$ cat src/rtl/alu_share_arbiter.sv
// alu_share_arbiter: round-robin share of one ALU between NUM_REQ requesters.
// Latency: operands latched on the accept edge, the response is registered one edge later
// (rsp_valid high two cycles after req_ready was seen). Throughput is one op per 3 cycles.
// Backpressure: rsp_* held while rsp_ready=0; no request is accepted until the response leaves.
// Ports: clock/reset (async active-low); req_valid/req_ready plus packed per-requester
// opcode/operandA/operandB/shiftamt slices; rsp_valid/rsp_ready, rsp_id, rsp_result and
// flags; busy = not idle.
// Optional feature macro: ALU_ARB_OPCHK_EN adds rsp_error and zeroes illegal-opcode responses.

// Combinational ALU: 0 add, 1 sub, 2 and, 3 or, 4 sll, 5 sra, anything else -> add.
module alu (
    input  logic [4:0]  opcode,
    input  logic [31:0] operand_a,
    input  logic [31:0] operand_b,
    input  logic [4:0]  shamt,
    output logic [31:0] result,
    output logic        is_not_equal,
    output logic        is_less_than,
    output logic        overflow
);
    logic [31:0] sum;
    logic [31:0] diff;

    assign sum          = operand_a + operand_b;
    assign diff         = operand_a - operand_b;
    assign is_not_equal = (operand_a != operand_b);
    assign is_less_than = ($signed(operand_a) < $signed(operand_b));

    always_comb begin
        result   = sum;
        overflow = 1'b0;
        case (opcode)
            5'd0: begin
                result   = sum;
                overflow = (operand_a[31] == operand_b[31]) && (sum[31] != operand_a[31]);
            end
            5'd1: begin
                result   = diff;
                overflow = (operand_a[31] != operand_b[31]) && (diff[31] != operand_a[31]);
            end
            5'd2:    result = operand_a & operand_b;
            5'd3:    result = operand_a | operand_b;
            5'd4:    result = operand_a << shamt;
            5'd5:    result = $signed(operand_a) >>> shamt;
            default: result = sum;
        endcase
    end
endmodule

module alu_share_arbiter #(
    parameter int NUM_REQ = 2,
    parameter int ID_W    = 1
) (
    input  logic                  clock,
    input  logic                  reset,
    input  logic [NUM_REQ-1:0]    req_valid,
    output logic [NUM_REQ-1:0]    req_ready,
    input  logic [5*NUM_REQ-1:0]  req_opcode,
    input  logic [32*NUM_REQ-1:0] req_operandA,
    input  logic [32*NUM_REQ-1:0] req_operandB,
    input  logic [5*NUM_REQ-1:0]  req_shiftamt,
    output logic                  rsp_valid,
    input  logic                  rsp_ready,
    output logic [ID_W-1:0]       rsp_id,
    output logic [31:0]           rsp_result,
    output logic                  rsp_isNotEqual,
    output logic                  rsp_isLessThan,
    output logic                  rsp_overflow,
`ifdef ALU_ARB_OPCHK_EN
    output logic                  rsp_error,
`endif
    output logic                  busy
);
    typedef enum logic [1:0] {IDLE = 2'd0, EXEC = 2'd1, RESP = 2'd2} state_t;

    state_t            state;
    state_t            next_state;
    logic [ID_W-1:0]   rr_ptr;
    logic [4:0]        op_q;
    logic [31:0]       a_q;
    logic [31:0]       b_q;
    logic [4:0]        shamt_q;
    logic [ID_W-1:0]   id_q;

    // Round-robin pick: rotate the request vector so rr_ptr lands at bit 0,
    // take the lowest set bit, then rotate the offset back.
    logic [2*NUM_REQ-1:0] dbl;
    logic [NUM_REQ-1:0]   rot;
    logic [ID_W:0]        win_sum;
    logic [ID_W-1:0]      winner;
    logic                 any_valid;
    logic                 accept;

    always_comb begin
        dbl       = {req_valid, req_valid} >> rr_ptr;
        rot       = dbl[NUM_REQ-1:0];
        any_valid = 1'b0;
        win_sum   = '0;
        for (int k = 0; k < NUM_REQ; k++) begin
            if (!any_valid && rot[k]) begin
                any_valid = 1'b1;
                win_sum   = {1'b0, rr_ptr} + (ID_W+1)'(k);
            end
        end
        if (win_sum >= (ID_W+1)'(NUM_REQ))
            win_sum = win_sum - (ID_W+1)'(NUM_REQ);
        winner = win_sum[ID_W-1:0];
    end

    // Operand mux for the winner.
    logic [4:0]  sel_op;
    logic [31:0] sel_a;
    logic [31:0] sel_b;
    logic [4:0]  sel_shamt;

    always_comb begin
        sel_op    = '0;
        sel_a     = '0;
        sel_b     = '0;
        sel_shamt = '0;
        for (int i = 0; i < NUM_REQ; i++) begin
            if (winner == ID_W'(i)) begin
                sel_op    = req_opcode[5*i +: 5];
                sel_a     = req_operandA[32*i +: 32];
                sel_b     = req_operandB[32*i +: 32];
                sel_shamt = req_shiftamt[5*i +: 5];
            end
        end
    end

    // Next state and grant. Grant is also gated by reset: state already reads
    // IDLE during reset, but nothing may be accepted until reset is released.
    always_comb begin
        next_state = state;
        req_ready  = '0;
        accept     = 1'b0;
        case (state)
            IDLE: begin
                if (any_valid && reset) begin
                    req_ready  = NUM_REQ'(1) << winner;
                    accept     = 1'b1;
                    next_state = EXEC;
                end
            end
            EXEC:    next_state = RESP;
            RESP:    if (rsp_ready) next_state = IDLE;
            default: next_state = IDLE;
        endcase
    end

    always_ff @(posedge clock or negedge reset) begin
        if (!reset) state <= IDLE;
        else        state <= next_state;
    end

    assign busy = (state != IDLE);

    logic [31:0] alu_result;
    logic        alu_ne;
    logic        alu_lt;
    logic        alu_ovf;

    alu u_alu (
        .opcode       (op_q),
        .operand_a    (a_q),
        .operand_b    (b_q),
        .shamt        (shamt_q),
        .result       (alu_result),
        .is_not_equal (alu_ne),
        .is_less_than (alu_lt),
        .overflow     (alu_ovf)
    );

    always_ff @(posedge clock or negedge reset) begin
        if (!reset) begin
            op_q    <= '0;
            a_q     <= '0;
            b_q     <= '0;
            shamt_q <= '0;
            id_q    <= '0;
        end else if (accept) begin
            op_q    <= sel_op;
            a_q     <= sel_a;
            b_q     <= sel_b;
            shamt_q <= sel_shamt;
            id_q    <= winner;
        end
    end

    always_ff @(posedge clock or negedge reset) begin
        if (!reset) begin
            rsp_valid      <= 1'b0;
            rsp_id         <= '0;
            rsp_result     <= '0;
            rsp_isNotEqual <= 1'b0;
            rsp_isLessThan <= 1'b0;
            rsp_overflow   <= 1'b0;
`ifdef ALU_ARB_OPCHK_EN
            rsp_error      <= 1'b0;
`endif
            rr_ptr         <= '0;
        end else if (state == EXEC) begin
            rsp_valid <= 1'b1;
            rsp_id    <= id_q;
`ifdef ALU_ARB_OPCHK_EN
            // Opcodes above sra are flagged and carry an all-zero payload.
            if (op_q > 5'd5) begin
                rsp_error      <= 1'b1;
                rsp_result     <= '0;
                rsp_isNotEqual <= 1'b0;
                rsp_isLessThan <= 1'b0;
                rsp_overflow   <= 1'b0;
            end else begin
                rsp_error      <= 1'b0;
                rsp_result     <= alu_result;
                rsp_isNotEqual <= alu_ne;
                rsp_isLessThan <= alu_lt;
                rsp_overflow   <= alu_ovf;
            end
`else
            rsp_result     <= alu_result;
            rsp_isNotEqual <= alu_ne;
            rsp_isLessThan <= alu_lt;
            rsp_overflow   <= alu_ovf;
`endif
        end else if (state == RESP && rsp_ready) begin
            rsp_valid <= 1'b0;
            // Pointer moves only when a response completes, to the requester after the owner.
            rr_ptr    <= (rsp_id == ID_W'(NUM_REQ-1)) ? '0 : rsp_id + ID_W'(1);
        end
    end
endmodule

$ cat config.mk
export PLATFORM = sky130hd
export DESIGN_NAME = alu_share_arbiter
export DESIGN_NICKNAME = d
export VERILOG_FILES = /design/src/rtl/alu_share_arbiter.sv
export SDC_FILE = /design/constraint.sdc
export NUM_CORES = 1
export LEC_CHECK = 0
export BUFFER_PORTS_ARGS = -buffer_cell sky130_fd_sc_hd__buf_4
export CAP_MARGIN = 20
export CELL_PAD_IN_SITES_DETAIL_PLACEMENT = 0
export CELL_PAD_IN_SITES_GLOBAL_PLACEMENT = 1
export CORE_MARGIN = 8
export CORE_UTILIZATION = 40
export DETAILED_ROUTE_END_ITERATION = 6
export GPL_TIMING_DRIVEN = 0
export PLACE_DENSITY = 0.8
export SYNTH_ARGS = -nofsm -noshare
export SYNTH_HDL_FRONTEND = slang
export SYNTH_SLANG_ARGS = --single-unit
$ cat constraint.sdc
create_clock -name clock -period 3.3 [get_ports clock]
set_input_delay 0.165 -clock clock [delete_from_list [all_inputs] [get_ports clock]]
set_output_delay 0.165 -clock clock [all_outputs]
set_load 0.005 [all_outputs]
==> metrics.txt <==
outcome=complete, but fails checks; violated checks=DRC, setup timing; commonest cells in the synthesized netlist=nand2_1, o21ai_0, nor2_1; reported max-cap violation count=0; number of buffers on the longest clock path=2; maximum clock skew at final layout=0.0117 ns; Vert. Die Dim=roughly 200 um; Clock Tree Root=clkbuf_16; count of final setup violators=1; nets@finish=between 2000 and 2500; P_leak=7.46 nW; startpoint class of the critical path=flip-flop; combined area of the multi-input logic cells=just under 0.01 sq mm; synthesis warning total=0; TritonCTS clock tree=done; required time at the endpoint of the critical path=about 3.6 ns; most common cell in the synthesized netlist=nand2_1; launching point of the worst reg2reg path=a_q[2]; number of ports placed on the die boundary=193; final slew viol count=0; cells taking the most area after synthesis=dfrtp_1, mux2i_1, ha_1; number of enable-type register cells in the synthesized netlist=0; Most used DFF post-synth=dfrtp_1; worst hold slack across all endpoints=about 0.005 ns; Worst Hold Path EP=a_q[11]; maximum operating frequency=about 300 MHz; Design Area, Final=around 0.017 sq mm; start point of the worst min-delay path=req_operandA[43]; crit path setup slack, layout=-0.0214 ns; Std-Cell Rows=67; Die Width=199 um; final total power=between 20 and 25 mW; HPWL after DPL=around 57000 um; via count of the first global-routing pass=14900; Setup WS pre-CTS=-0.586 ns; initial drt markers=around 1700; Avg Synthesized Cell Area=between 7 and 8 sq um; post-synth top area share=21.5%; overall routing resource usage=a little over a third; post-synth cell types=between 80 and 90; Layout fillers=~3300; synthesized cell area=between 0.01 and 0.015 sq mm; drt wl/cell=29.0 um; Peak VDD IR=a little under 500 uV; wire length of the first global-routing pass=between 100000 and 150000 um; pwr dens=approximately 1300 mW/mm^2; DRC violations left=2; transition time at the pin with the least slew margin=1.08 ns; critical setup path kind=reg2reg; share of post-route cells with drive strength above 1=between 20% and 30%; flops & latches, synth=around 120; Post-synth ARST share=100%; H-tree levels=4; initial core utilization=around two fifths; net count after synthesis=approximately 2000; utilization after layout=50.7%; router iterations before antenna repair=7; routability congestion estimate=about 1; RSZ-0062 raised after global routing=true; clock-pin slew on the worst setup and hold paths=around 0.060 ns; total CTS buffers=17; biggest area consumer among synthesized cells=dfrtp_1; number of standard cells after synthesis=~1700; Port Buffers=192; Register-to-Register Path Depth=12; register area=approximately 0.0029 sq mm; biggest fanout along the worst timing path=10; DIE AREA=a little under 0.04 sq mm; final critical delay including setup and external delays=between 3 and 4 ns; relative slew slack=27.9%; vias=roughly 15000; Core Box Area=approximately 0.033 sq mm; Arr. time, crit path=about 3.7 ns; worst hold path cell count=3; final worst path period share=101%; post-layout instance count excluding filler cells=between 2000 and 2500; area post-placement=around 0.015 sq mm; initial antenna violation count=2; area growth from synthesis to final layout=26.0%; share of synthesized area occupied by flip-flops and latches=between 20% and 30%; worst hold path class=in2reg; Placed Instances=approximately 2400; TNS Setup=-0.0214 ns; Worst R2R Setup Slack=-0.02 ns; pin count of the biggest net entering global routing=a little under 70; clock sink total=between 100 and 150; Critical R2R Capture=rsp_overflow; DR vias/cell=around 6.3; clock insertion delay at the later pin of the skew report=between 0.4 and 0.5 ns; final wirelength=slightly above 70000 um; total grt overflow=0; category of the worst setup path capture point=flip-flop; post-route antenna net violation count=0; number of failing hold endpoints at the final stage=0; number of inserted diodes=0
## logic make-up (layout without fill, tap and decap cells)
kind of cell	after synthesis	count (layout)	share of synthesized area [%]
AO/OA/AOI/OAI	576	576	27.1
AND/OR/NAND/NOR	495	495	16.5
buffers and inverters	239	517	7.38
multiplexers	178	178	16.5
flip-flops	115	115	21.5
adder cells (fa/ha/maj)	98	98	9.28
XOR/XNOR	26	26	1.70
## state kept, by name, indices dropped and copies added (netlist names)
register and cells:
rsp_id 1, b_q 32, rsp_isNotEqual 1, rr_ptr 1, op_q 5, rsp_isLessThan 1, id_q 1, rsp_valid 1
a_q 32, state 2, rsp_overflow 1, rsp_result 32, shamt_q 5
## metal layers
| metal | up-vias | share of wire, % | track usage, % |
|---|---|---|---|
| li1 | 6777 | - | - |
| met1 | 7534 | 42 | 48.0 |
| met2 | 901 | 44 | 53.3 |
| met3 | 173 | 10 | 8.19 |
| met4 | 4 | 4.5 | 15.6 |
| met5 | - | 0.034 | 0 |
## worst max path at each step
stage / slack, ns / to / from / cells past startpoint
6_report: -0.02 / rsp_overflow / a_q[2] / 12
5_1_grt: -0.04 / rsp_result[31] / a_q[2] / 12
2_1_floorplan: 0.35 / rsp_isLessThan / a_q[0] / 13
3_3_place_gp: -0.61 / rsp_overflow / a_q[5] / 13
3_5_place_dp: -0.59 / rsp_result[31] / a_q[20] / 13
4_1_cts: -0.07 / rsp_result[31] / a_q[20] / 13
## where the power goes
group	switching [mW]	total, mW	internal (mW)
clock network	0.791	1.84	1.05
logic	10.5	16.1	5.65
registers	1.05	3.11	2.06
total	12.3	21.1	8.75
## final cells by class
class	count	share of cell area, %
multi-input combinational	1373	58.4
sequential	115	17.3
timing repair buffer	249	11.7
buffer	133	3.76
tap	448	3.33
clock buffer	20	2.65
inverter	103	2.31
clock inverter	12	0.646
## critical path, stage by stage, from the launching register on
cell       delay [ns]
dfrtp_2          0.50
inv_1            0.08
ha_1             0.28
buf_4            0.17
nor3_2           0.09
o311ai_4         0.40
a31oi_2          0.16
a211oi_4         0.39
o2111ai_1        0.26
a21oi_2          0.34
o21bai_1         0.12
mux2i_1          0.13
a221o_1          0.27
## cell usage in the layout, fill, tap and decap left out, types with 8 or more instances in the layout
cell type	instances
a211oi_1	17
a21o_1	13
a21oi_1	139
a21oi_2	11
a221oi_1	12
a31oi_1	25
and2_1	9
buf_1	11
buf_2	26
buf_4	230
clkbuf_1	67
clkbuf_16	17
clkbuf_2	10
clkbuf_4	8
dfrtp_1	93
dfrtp_2	22
dlygate4sd3_1	26
ha_1	94
inv_1	93
mux2_2	15
mux2i_1	127
mux4_2	32
nand2_1	205
nand3_1	17
nand4_1	10
nor2_1	149
nor2b_1	14
nor3_1	27
o211ai_1	26
o21a_1	8
o21ai_0	182
o21ai_1	12
o21bai_1	15
o221ai_1	8
o22ai_1	11
or3_1	8
xnor2_1	22
## what timing repair did
item | CTS | global route
hold buffers | 26 | 0
buffers inserted | 8 | 21
endpoints found under the setup margin | 27 | 37
endpoints found under the hold margin | 64 | 0
pin swaps | 6 | 11
resized for setup | 45 | 82
(Power assumes the default switching activity.)
